**config.mk**
```make
export PLATFORM = sky130hd
export DESIGN_NAME = wb_checkpoint_port
export DESIGN_NICKNAME = d
export VERILOG_FILES = /design/src/rtl/wb_checkpoint_port.sv
export SDC_FILE = /design/constraint.sdc
export NUM_CORES = 1
export LEC_CHECK = 0
export BUFFER_PORTS_ARGS = -buffer_cell sky130_fd_sc_hd__buf_2
export CAP_MARGIN = 20
export CORE_MARGIN = 5
export CORE_UTILIZATION = 28
export CTS_CLUSTER_SIZE = 16
export DETAILED_ROUTE_END_ITERATION = 6
export SYNTH_ARGS = -nofsm -noshare
export SYNTH_HDL_FRONTEND = slang
export SYNTH_SLANG_ARGS = --single-unit
```
**constraint.sdc**
```tcl
create_clock -name wbs_clk_i -period 7.68 [get_ports wbs_clk_i]
set_input_delay 0.384 -clock wbs_clk_i [delete_from_list [all_inputs] [get_ports wbs_clk_i]]
set_output_delay 0.384 -clock wbs_clk_i [all_outputs]
set_load 0.02 [all_outputs]
```
**src/rtl/wb_checkpoint_port.sv**
```systemverilog
// wb_checkpoint_port: Wishbone slave that queues 16-bit firmware checkpoints
// in a small FIFO and replays them onto mprj_io[31:16], holding each value
// for a programmable number of cycles so a slow external monitor sees it.
// Optional build macro WB_CHKPT_WDOG_EN adds an idle watchdog that drives
// 16'hDEAD when no checkpoint has been pushed within the WDOG limit.
module wb_checkpoint_port #(
  parameter int          FIFO_AW  = 2,
  parameter logic [15:0] HOLD_DEF = 16'd64
) (
  input  logic        wbs_clk_i,
  input  logic        wbs_rst_n,
  input  logic        wbs_cyc_i,
  input  logic        wbs_stb_i,
  input  logic        wbs_we_i,
  input  logic [3:0]  wbs_adr_i,
  input  logic [31:0] wbs_dat_i,
  input  logic [3:0]  wbs_sel_i,
  output logic [31:0] wbs_dat_o,
  output logic        wbs_ack_o,
  output logic [15:0] io_out,
  output logic [15:0] io_oeb
);

  localparam int               DEPTH   = 1 << FIFO_AW;
  localparam logic [FIFO_AW:0] DEPTH_C = DEPTH[FIFO_AW:0];

  typedef enum logic {ST_IDLE, ST_HOLD} state_t;

  logic               ack_q;
  logic [31:0]        dat_q;
  logic               oe_en_q;
  logic               ovf_q;
  logic [15:0]        hold_q;
  logic [15:0]        mem_q [DEPTH];
  logic [FIFO_AW-1:0] wptr_q, rptr_q;
  logic [FIFO_AW:0]   count_q;
  state_t             state_q;
  logic [15:0]        cnt_q;
  logic [15:0]        io_out_q;

  logic        acc, wr_acc, rd_acc;
  logic [1:0]  word;
  logic        ctrl_wr, flush, push_req, stat_wr, hold_wr;
  logic [15:0] push_data;
  logic        empty, full, load, push_ok;
  logic [15:0] hold_eff;
  logic [31:0] rd_data;
  logic [15:0] wdog_lim_w;
  logic        wdog_fired_w;
  logic        wdog_hit;

  assign acc      = wbs_cyc_i & wbs_stb_i & ~ack_q;
  assign wr_acc   = acc & wbs_we_i;
  assign rd_acc   = acc & ~wbs_we_i;
  assign word     = wbs_adr_i[3:2];

  assign ctrl_wr  = wr_acc && (word == 2'd0) && wbs_sel_i[0];
  assign flush    = ctrl_wr & wbs_dat_i[1];
  assign push_req = wr_acc && (word == 2'd1) && (|wbs_sel_i[1:0]);
  assign stat_wr  = wr_acc && (word == 2'd2) && wbs_sel_i[0];
  assign hold_wr  = wr_acc && (word == 2'd3);
  assign push_data = {wbs_sel_i[1] ? wbs_dat_i[15:8] : 8'h00,
                      wbs_sel_i[0] ? wbs_dat_i[7:0]  : 8'h00};

  assign empty    = (count_q == '0);
  assign full     = (count_q == DEPTH_C);
  assign load     = !flush && !empty && ((state_q == ST_IDLE) || (cnt_q == 16'd0));
  assign push_ok  = push_req && (!full || load);
  assign hold_eff = (hold_q == 16'd0) ? 16'd1 : hold_q;

  assign io_out    = io_out_q;
  assign io_oeb    = {16{~oe_en_q}};
  assign wbs_ack_o = ack_q;
  assign wbs_dat_o = dat_q;

`ifdef WB_CHKPT_WDOG_EN
  logic [15:0] wdog_lim_q, wdog_cnt_q;
  logic        wdog_fired_q;
  logic        wdog_wr, wdog_clr;
  logic [1:0]  unused_bits;

  assign unused_bits  = wbs_adr_i[1:0];
  assign wdog_wr      = hold_wr && (|wbs_sel_i[3:2]);
  assign wdog_clr     = push_req | wdog_wr;
  assign wdog_hit     = !wdog_clr && (wdog_lim_q != 16'd0) && (wdog_cnt_q != wdog_lim_q)
                        && ((wdog_cnt_q + 16'd1) == wdog_lim_q);
  assign wdog_lim_w   = wdog_lim_q;
  assign wdog_fired_w = wdog_fired_q;

  // Idle watchdog: counts up to the limit since the last push, then parks and flags.
  always_ff @(posedge wbs_clk_i or negedge wbs_rst_n) begin
    if (!wbs_rst_n) begin
      wdog_lim_q   <= 16'd0;
      wdog_cnt_q   <= 16'd0;
      wdog_fired_q <= 1'b0;
    end else begin
      if (hold_wr && wbs_sel_i[2]) wdog_lim_q[7:0]  <= wbs_dat_i[23:16];
      if (hold_wr && wbs_sel_i[3]) wdog_lim_q[15:8] <= wbs_dat_i[31:24];
      if (wdog_clr)
        wdog_cnt_q <= 16'd0;
      else if ((wdog_lim_q != 16'd0) && (wdog_cnt_q != wdog_lim_q))
        wdog_cnt_q <= wdog_cnt_q + 16'd1;
      if (wdog_hit)
        wdog_fired_q <= 1'b1;
      else if (stat_wr && wbs_dat_i[3])
        wdog_fired_q <= 1'b0;
    end
  end
`else
  logic [21:0] unused_bits;

  assign unused_bits  = {wbs_adr_i[1:0], wbs_dat_i[31:16], wbs_sel_i[3:2], wbs_dat_i[3]};
  assign wdog_hit     = 1'b0;
  assign wdog_lim_w   = 16'd0;
  assign wdog_fired_w = 1'b0;
`endif

  // Read mux for the four word-addressed registers.
  always_comb begin
    rd_data = '0;
    case (word)
      2'd0: rd_data[0] = oe_en_q;
      2'd1: rd_data[15:0] = io_out_q;
      2'd2: begin
        rd_data[0]            = empty;
        rd_data[1]            = full;
        rd_data[2]            = ovf_q;
        rd_data[3]            = wdog_fired_w;
        rd_data[8+FIFO_AW:8]  = count_q;
      end
      default: rd_data = {wdog_lim_w, hold_q};
    endcase
  end

  // Bus handshake: one-cycle registered ack and read data captured with it.
  always_ff @(posedge wbs_clk_i or negedge wbs_rst_n) begin
    if (!wbs_rst_n) begin
      ack_q <= 1'b0;
      dat_q <= 32'd0;
    end else begin
      ack_q <= acc;
      dat_q <= rd_acc ? rd_data : 32'd0;
    end
  end

  // Control, hold and sticky overflow registers.
  always_ff @(posedge wbs_clk_i or negedge wbs_rst_n) begin
    if (!wbs_rst_n) begin
      oe_en_q <= 1'b0;
      hold_q  <= HOLD_DEF;
      ovf_q   <= 1'b0;
    end else begin
      if (ctrl_wr) oe_en_q <= wbs_dat_i[0];
      if (hold_wr && wbs_sel_i[0]) hold_q[7:0]  <= wbs_dat_i[7:0];
      if (hold_wr && wbs_sel_i[1]) hold_q[15:8] <= wbs_dat_i[15:8];
      if (push_req && !push_ok)
        ovf_q <= 1'b1;
      else if (stat_wr && wbs_dat_i[2])
        ovf_q <= 1'b0;
    end
  end

  // Checkpoint FIFO; a pop frees room for a push arriving in the same cycle.
  always_ff @(posedge wbs_clk_i or negedge wbs_rst_n) begin
    if (!wbs_rst_n) begin
      for (int i = 0; i < DEPTH; i++) mem_q[i] <= 16'h0000;
      wptr_q  <= '0;
      rptr_q  <= '0;
      count_q <= '0;
    end else if (flush) begin
      wptr_q  <= '0;
      rptr_q  <= '0;
      count_q <= '0;
    end else begin
      if (push_ok) begin
        mem_q[wptr_q] <= push_data;
        wptr_q        <= wptr_q + 1'b1;
      end
      if (load) rptr_q <= rptr_q + 1'b1;
      case ({push_ok, load})
        2'b10:   count_q <= count_q + 1'b1;
        2'b01:   count_q <= count_q - 1'b1;
        default: count_q <= count_q;
      endcase
    end
  end

  // Sequencer: show each value for max(HOLD,1) cycles, reloading back-to-back.
  always_ff @(posedge wbs_clk_i or negedge wbs_rst_n) begin
    if (!wbs_rst_n) begin
      state_q  <= ST_IDLE;
      cnt_q    <= 16'd0;
      io_out_q <= 16'h0000;
    end else begin
      if (load)
        io_out_q <= mem_q[rptr_q];
      else if (wdog_hit)
        io_out_q <= 16'hDEAD;
      if (flush) begin
        state_q <= ST_IDLE;
      end else if (load) begin
        state_q <= ST_HOLD;
        cnt_q   <= hold_eff - 16'd1;
      end else if (state_q == ST_HOLD) begin
        if (cnt_q != 16'd0)
          cnt_q <= cnt_q - 16'd1;
        else
          state_q <= ST_IDLE;
      end
    end
  end

endmodule

```
==> results of run 1 <==
[per-stage QoR]
stage | cells | power [mW] | setup slack [ns]
detailed placement | 1062 | 1.57 | 2.99
global placement | 1062 | 1.56 | 2.98
CTS | 1094 | 2.40 | 3.27
global route | 1095 | 2.52 | 2.78
floorplan | 724 | 1.42 | 4.60
finish | 1095 | 2.38 | 3.12
[layout make-up]
cell class | count | area, sq um | area share, %
Clock inverter | 11 | 138 | 1.69
Tap cell | 330 | 413 | 5.06
Clock buffer | 20 | 457 | 5.60
Inverter | 12 | 45.0 | 0.552
Timing Repair Buffer | 82 | 462 | 5.66
Sequential cell | 139 | 3480 | 42.7
Multi-Input combinational cell | 501 | 3160 | 38.8
[worst paths after layout]
path / startpoint / end / slack [ns]
setup reg to reg: cnt_q[13] / cnt_q[12] / 3.12
max in group asynchronous: wbs_rst_n / hold_q[11] / 6.04
setup / recovery: cnt_q[13] / cnt_q[12] / 3.12
hold / removal: wbs_dat_i[13] / hold_q[13] / 0.21
hold reg to reg: mem_q[48] / mem_q[48] / 0.47
min in group asynchronous: wbs_rst_n / wbs_dat_o[4] / 0.49
[cells by family (layout without fill, tap and decap cells)]
| logic type | after synthesis | in the layout | synth area share (%) |
|---|---|---|---|
| DFF | 139 | 139 | 49.4 |
| buffers and inverters | 84 | 125 | 6.62 |
| muxes | 53 | 53 | 11.0 |
| and+or+nand+nor | 274 | 274 | 18.1 |
| AOI/OAI and AO/OA | 143 | 143 | 12.6 |
| xor gates and xnor gates | 9 | 9 | 1.12 |
| adders and majority gates | 6 | 6 | 1.17 |
| other | 1 | 16 | 0.0532 |
[cell usage after synthesis, types with 3 or more instances]
| cell | number |
|---|---|
| a211oi_1 | 8 |
| a21oi_1 | 16 |
| a22oi_1 | 6 |
| buf_2 | 7 |
| buf_4 | 32 |
| buf_6 | 3 |
| clkbuf_1 | 28 |
| dfrtp_1 | 138 |
| ha_1 | 5 |
| inv_1 | 11 |
| mux2_2 | 23 |
| mux2i_1 | 13 |
| mux4_2 | 17 |
| nand2_1 | 160 |
| nand3_1 | 13 |
| nand3b_1 | 3 |
| nand4_1 | 4 |
| nor2_1 | 33 |
| nor2b_1 | 3 |
| nor3_1 | 19 |
| nor4_1 | 10 |
| o211ai_1 | 5 |
| o21ai_0 | 79 |
| o21ai_1 | 3 |
| o22ai_1 | 3 |
| or3_1 | 8 |
| xnor2_1 | 3 |
| xor2_1 | 6 |
[registers in the layout, summed over array words and instances, names as in the netlist]
signal,count
cnt_q,16
count_q,3
hold_q,16
io_out,16
mem_q,64
oe_en_q,1
ovf_q,1
rptr_q,2
state_q,1
wbs_ack_o,1
wbs_dat_o,16
wptr_q,2
[where the power goes]
group | total, mW | internal (mW) | switching, mW | leakage, nW
clock network | 0.821 | 0.499 | 0.322 | 0.281
registers | 1.02 | 0.847 | 0.174 | 1.87
logic | 0.543 | 0.238 | 0.304 | 1.50
[routing by layer]
| layer | part of all wire [%] | GRT usage [%] | vias up |
|---|---|---|---|
| li1 | - | - | 2539 |
| met3 | 7.1 | 3.62 | 51 |
| met4 | 2.9 | 5.61 | 4 |
| met1 | 43 | 18.0 | 2606 |
| met2 | 47 | 21.3 | 206 |
| met5 | 0.11 | 0 | - |
==> flow_summary.toml, run 1 <==
[final_layout]
design_area_sq_um = 8150
n_antenna_cell = 0
fill_cells = 2585
final_common_cell = "nand2_1"
layout_common_cells = "nand2_1 (160), dfrtp_1 (138), o21ai_0 (79), buf_2 (72), nor2_1 (33)"
finalCoreUtilization_pct = 32.7
area_delta_synth_final_pct = 15.7
nets = 804
drive_gt1_share_pct = 22.1

[timing]
clock_skew_ns = 0.00530
tightest_slew_ns = 0.994
setup-violations-final = 0
fin_hold_ws_ns = 0.209
relSlewSlack_pct = 33.7
rsz0062_at_grt = "no"
finalSetupTns_ns = 0
period_minus_slack_ns = 4.56
hold_viol = 0
maxSlewViolCount = 0
period_share_pct = 59.4
fmax_mhz = 219

[synthesis]
yosysWarnings = 0
synth.avg_cell_area_sq_um = 9.94
synthFlopType = "dfrtp_1"
synthCells = 709
yosys.area.top_type_share_pct = 49.0
synth_seq_cells = 139
async_reset_ff_share_pct = 100
synth_area_sq_um = 7050
synth_cell_type_count = 67
synth_edf_count = 0
synth.largest_area_cell = "dfrtp_1"
seq_area_frac_synth_pct = 49.4
ys_top_cells_by_area = "dfrtp_1 (49%), nand2_1 (8.5%), o21ai_0 (5.6%), mux4_2 (5.4%), mux2_2 (3.7%)"

[global_route]
grtUsageTotal_pct = 13.6
grt_max_degree = 83
grt_pass1_wl_microns = 30100
grt.overflow.total = 0
grt_pass1_vias = 5227
antenna_found_initial = 2

[placed_design]
gp_congestion = 0.921
port_buffers = 73
dp_hpwl_microns = 13000
dpl-instance-area_sq_um = 7520

[critical_path]
crit_arrival_ns = 4.87
crit_buf_inv = 1
critPathKind = "flop to flop"
path_depth = 13
end_kind = "flop"
path_max_fanout = 33
worst_path_max_delay_cell = "nand2_2"
worst_ep_required_time_ns = 7.99
critPathLaunchType = "flop"
reg2regPathDepth = 13
path_cells = "nor4_1 > nand4_2 > o21ai_4 > nand2_2 > or3_1 > o21ai_0 > ha_1 > inv_1 > nor4b_1 > o21ai_0 > nor3_1 > nor3_1 > a211oi_1"
critPathTopFamily = "simple AND/OR/NAND/NOR gates"
worst_path_largest_cell_delay_ns = 0.60

[die]
dieArea_sq_um = 28400
die_w_microns = 169
ios = 110
core_sq_um = 25000
initial_utilization_pct = 28.2
die_h_microns = 169
placementRows = 58

[drt]
vias_per_cell = 4.94
first_iter_violations = 471
drtPass1Iterations = 7
drt_drc_violations_left = 1
dr_total_vias = 5406
finalWirelength_microns = 19100
post_drt_wl_per_cell_microns = 17.5
ant_nets = 0

[clock_tree]
cts_tree = "done"
postCtsHoldBufs = 1
cts.clk_slew.worst_paths_ns = 0.06
cts_buffer_depth = 2
clockRootBuffer = "clkbuf_16"
htreeDepth = 4
cts_setup_buffers = 0
cts.sinks = 139
cts-resized-gates = 0
clock_latency_ns = 0.42
cts_made_buffers = 17

[power_and_ir_drop]
pwr_density_cell_nw_per_um2 = 292
ir_drop_uv = 156
p_leak_nw = 3.65

[worst_hold_path]
hold_depth = 2
hp-class = "input pin to flop"

[status]
violations = "DRC"
status = "finished with violations"

[run]
cap_viol_max_count = 0
No activity file was read; power rests on OpenSTA's default activity.
==> run 2, diff against run 1 <==
==> constraint.sdc (replaced) <==
create_clock -name wbs_clk_i -period 4.5 [get_ports wbs_clk_i]
set_input_delay 0.225 -clock wbs_clk_i [delete_from_list [all_inputs] [get_ports wbs_clk_i]]
set_output_delay 0.225 -clock wbs_clk_i [all_outputs]
set_load 0.02 [all_outputs]
==> flow_summary.toml, run 2 (synthesized netlist as in run 1, its figures left out) <==
[global_route]
grt_pass1_vias = 5421
grt_max_degree = 53
grtUsageTotal_pct = 14.0
grt.overflow.total = 0
antenna_found_initial = 1
grt_pass1_wl_microns = 30500

[clock_tree]
clockRootBuffer = "clkbuf_16"
htreeDepth = 4
cts.sinks = 139
cts.clk_slew.worst_paths_ns = 0.06
cts_buffer_depth = 2
cts_setup_buffers = 0
clock_latency_ns = 0.43
postCtsHoldBufs = 1
cts-resized-gates = 0
cts_tree = "done"
cts_made_buffers = 17

[die]
die_w_microns = 169
dieArea_sq_um = 28400
ios = 110
core_sq_um = 25000
placementRows = 58
initial_utilization_pct = 28.2
die_h_microns = 169

[timing]
hold_viol = 0
finalSetupTns_ns = 0
rsz0062_at_grt = "no"
relSlewSlack_pct = 28.1
clock_skew_ns = 0.00812
maxSlewViolCount = 0
period_share_pct = 78.0
setup-violations-final = 0
fmax_mhz = 285
tightest_slew_ns = 1.08
period_minus_slack_ns = 3.51

[final_layout]
area_delta_synth_final_pct = 15.6
fill_cells = 2616
final_common_cell = "nand2_1"
n_antenna_cell = 0
nets = 810
drive_gt1_share_pct = 22.8
layout_common_cells = "nand2_1 (160), dfrtp_1 (138), o21ai_0 (79), buf_2 (72), nor2_1 (33)"
largest_reg_flops = 64
max_flop_register = "mem_q"

[power_and_ir_drop]
p_leak_nw = 3.66
pwr_density_cell_nw_per_um2 = 495
clkPwrFrac_pct = 33.2
total_power_mw = 4.03
power_frac_comb_pct = 23.8
internal_power_mw = 2.63
swShare_pct = 34.6
seqPwrFrac_pct = 43.0
ir_drop_uv = 299
p_switching_mw = 1.39

[run]
cap_viol_max_count = 0

[critical_path]
r2r_slack_ns = 0.99
critPathKind = "flop to flop"
reg2regPathDepth = 12
r2r-start = "cnt_q[3]"
worst_ep_required_time_ns = 4.82
crit_arrival_ns = 3.83
end_kind = "flop"
rr_endpoint = "cnt_q[12]"
critPathLaunchType = "flop"
path_max_fanout = 16

[placed_design]
port_buffers = 73
dp_hpwl_microns = 13200
gp_congestion = 0.898

[drt]
first_iter_violations = 412
dr_total_vias = 5406
finalWirelength_microns = 19600
post_drt_wl_per_cell_microns = 17.8
drt_drc_violations_left = 0
drtPass1Iterations = 5
vias_per_cell = 4.91
ant_nets = 0

[worst_hold_path]
min_from = "wbs_stb_i"
min_to = "wbs_ack_o"
hold_depth = 3
hp-class = "input pin to flop"

[status]
status = "finished clean"
[run 2: through the flow]
step	utilization, %	cells	setup WS, ns	area, sq um	hold WS (ns)
detailed placement	30.3	1069	1.06	7570	0.196
finish	32.6	1102	0.990	8140	0.0507
floorplan	-	724	1.42	7100	-0.0706
global route	32.6	1102	0.631	8140	0.0423
global placement	30.3	1069	1.16	7570	0.197
CTS	32.6	1102	1.04	8140	0.0337
[run 2: worst max path at each step]
stage | from | endpoint | slack, ns | cells after the start
after floorplan | cnt_q[3] | cnt_q[10] | 1.42 | 13
after global placement | cnt_q[3] | cnt_q[12] | 1.16 | 12
after detailed placement | cnt_q[3] | cnt_q[12] | 1.06 | 12
after CTS | cnt_q[3] | cnt_q[12] | 1.04 | 12
after global routing | cnt_q[3] | cnt_q[12] | 0.63 | 12
final | cnt_q[3] | cnt_q[12] | 0.99 | 12
[run 2: final cells by class]
| cell class | count | area (sq um) | share of cell area (%) |
|---|---|---|---|
| sequential | 139 | 3480 | 42.7 |
| multi-input combinational | 501 | 3160 | 38.8 |
| timing repair buffer | 88 | 487 | 5.98 |
| clock buffer | 19 | 443 | 5.44 |
| tap | 330 | 413 | 5.07 |
| clock inverter | 13 | 119 | 1.46 |
| inverter | 12 | 45.0 | 0.553 |
[run 2: routing by layer]
metal	share of wire, %	track usage (%)
met1	42	17.6
met5	0.10	0
met4	3.5	6.95
met2	46	21.9
met3	8.0	4.32
[run 2: power by group through the flow]
stage | combinational [mW] | clock [mW] | sequential [mW]
2_1_floorplan | 0.788 | 0 | 1.64
3_3_place_gp | 0.945 | 0 | 1.74
3_5_place_dp | 0.963 | 0 | 1.74
4_1_cts | 0.968 | 1.37 | 1.73
5_1_grt | 1.07 | 1.42 | 1.76
6_report | 0.959 | 1.34 | 1.73
[run 2: worst max-delay path, stage by stage (launching register included)]
cell and delay, ns:
dfrtp_1 0.48, nor4_4 0.50, nand4_2 0.26, o21a_4 0.35
nor2_2 0.22, mux2i_1 0.22, ha_1 0.27, inv_1 0.12
nor4b_1 0.27, o21ai_0 0.19, nor3_1 0.19, nor3_1 0.07
a211oi_1 0.24
==> run 3, diff against run 2 <==
==> constraint.sdc (replaced) <==
create_clock -name wbs_clk_i -period 3.35 [get_ports wbs_clk_i]
set_input_delay 0.1675 -clock wbs_clk_i [delete_from_list [all_inputs] [get_ports wbs_clk_i]]
set_output_delay 0.1675 -clock wbs_clk_i [all_outputs]
set_load 0.02 [all_outputs]
==> flow_summary.toml, run 3 (synthesized netlist as in run 1, its figures left out) <==
[status]
status = "finished clean"

[global_route]
grt_max_degree = 74
grt_pass1_wl_microns = 31100
grtUsageTotal_pct = 14.1
grt_pass1_vias = 5505
antenna_found_initial = 0
grt.overflow.total = 0

[final_layout]
fin_cells = 1135
final_common_cell = "nand2_1"
drive_gt1_share_pct = 24.6
layout_common_cells = "nand2_1 (160), dfrtp_1 (138), o21ai_0 (79), buf_2 (72), buf_4 (37)"
design_area_sq_um = 8490
area_delta_synth_final_pct = 20.4
max_flop_register = "mem_q"
fill_cells = 2516
regArea_sq_um = 3480
nets = 843
largest_reg_flops = 64
n_antenna_cell = 0
multi_input_area_sq_um = 3170

[critical_path]
worst_path_largest_cell_delay_ns = 0.42
r2r_slack_ns = 0.23
crit_path_frequent_cell = "o21ai_0"
worst_path_max_delay_cell = "dfrtp_1"
r2r-start = "cnt_q[13]"
crit_buf_inv = 2
crit_arrival_ns = 3.44
rr_endpoint = "cnt_q[10]"
end_kind = "flop"
path_cells = "nor4_1 > buf_4 > nand4_4 > o21ai_4 > nand2_2 > or3_1 > o21ai_0 > ha_2 > inv_1 > nor4b_1 > o21ai_0 > xor2_1 > a211oi_1"
critPathKind = "flop to flop"
path_max_fanout = 5
reg2regPathDepth = 13
critPathTopFamily = "simple AND/OR/NAND/NOR gates"
critPathLaunchType = "flop"
worst_ep_required_time_ns = 3.68

[timing]
maxSlewViolCount = 0
finalSetupTns_ns = 0
period_share_pct = 93.0
hold_viol = 0
tightest_slew_ns = 1.02
clock_skew_ns = 0.0101
setup-violations-final = 0
relSlewSlack_pct = 31.8
rsz0062_at_grt = "no"
fin_hold_ws_ns = 0.0175
period_minus_slack_ns = 3.12
fmax_mhz = 321

[placed_design]
port_buffers = 73
gp_congestion = 0.942
dp_hpwl_microns = 13600
dp_cells = 1092
dpl-instance-area_sq_um = 7740

[clock_tree]
cts_setup_buffers = 0
cts.clk_slew.worst_paths_ns = 0.06
htreeDepth = 4
cts_tree = "done"
cts.sinks = 139
cts_made_buffers = 17
clock_latency_ns = 0.43
clockRootBuffer = "clkbuf_16"
cts_buffer_depth = 2

[die]
dieArea_sq_um = 28400
placementRows = 58
die_h_microns = 169
core_sq_um = 25000
die_w_microns = 169
ios = 110
initial_utilization_pct = 28.2

[drt]
dr_total_vias = 5539
post_drt_wl_per_cell_microns = 17.3
drt_drc_violations_left = 0
vias_per_cell = 4.88
drtPass1Iterations = 7
first_iter_violations = 571
finalWirelength_microns = 19700
ant_nets = 0

[power_and_ir_drop]
power_frac_comb_pct = 24.9
p_switching_mw = 1.88
ir_drop_uv = 372
pwr_density_cell_nw_per_um2 = 676
total_power_mw = 5.74
p_leak_nw = 3.84
swShare_pct = 32.8
internal_power_mw = 3.85
clkPwrFrac_pct = 34.8
seqPwrFrac_pct = 40.3

[run]
cap_viol_max_count = 0

[worst_hold_path]
min_to = "hold_q[10]"
hold_depth = 2
hp-class = "input pin to flop"
min_from = "wbs_dat_i[10]"
## run 3: worst max path at each step
stage | from | slack, ns | depth (start not counted) | to
floorplan | cnt_q[3] | 0.27 | 13 | cnt_q[10]
global placement | cnt_q[13] | 0.23 | 13 | cnt_q[10]
detailed placement | cnt_q[13] | 0.25 | 13 | cnt_q[10]
CTS | cnt_q[13] | 0.20 | 13 | cnt_q[10]
global route | cnt_q[3] | 0.02 | 12 | cnt_q[10]
finish | cnt_q[13] | 0.23 | 13 | cnt_q[10]
## run 3: metrics by stage
| step | worst slack [ns] | util (%) |
|---|---|---|
| global placement | 0.228 | 31.0 |
| finish | 0.235 | 34.0 |
| detailed placement | 0.250 | 31.0 |
| global route | 0.0165 | 34.0 |
| CTS | 0.198 | 33.9 |
| floorplan | 0.275 | - |
## run 3: per-layer routing
layer	routed length (microns)	global-route usage, %
met1	8470	18.2
met2	9210	22.3
met3	1350	3.53
met4	632	6.28
met5	0	0
## run 3: final cells by class
cell class / instances / area share (%)
clock buffer: 20 / 5.15
clock inverter: 12 / 2.18
inverter: 12 / 0.531
multi-input combinational: 501 / 37.3
sequential: 139 / 41.0
tap: 330 / 4.87
timing repair buffer: 121 / 8.95
## run 3: timing repair
item                       in CTS  in global routing
hold endpoints to repair       79                  0
setup endpoints to repair       0                  3
gates resized for setup         0                  2
hold buffers                   11                  0
## run 3: power by group through the flow
stage	clock, mW	combinational [mW]	sequential [mW]
after global placement	0	1.39	2.33
after floorplan	0	1.06	2.20
after global routing	2.10	1.57	2.36
after detailed placement	0	1.40	2.34
final	2.00	1.43	2.31
after CTS	2.04	1.42	2.31
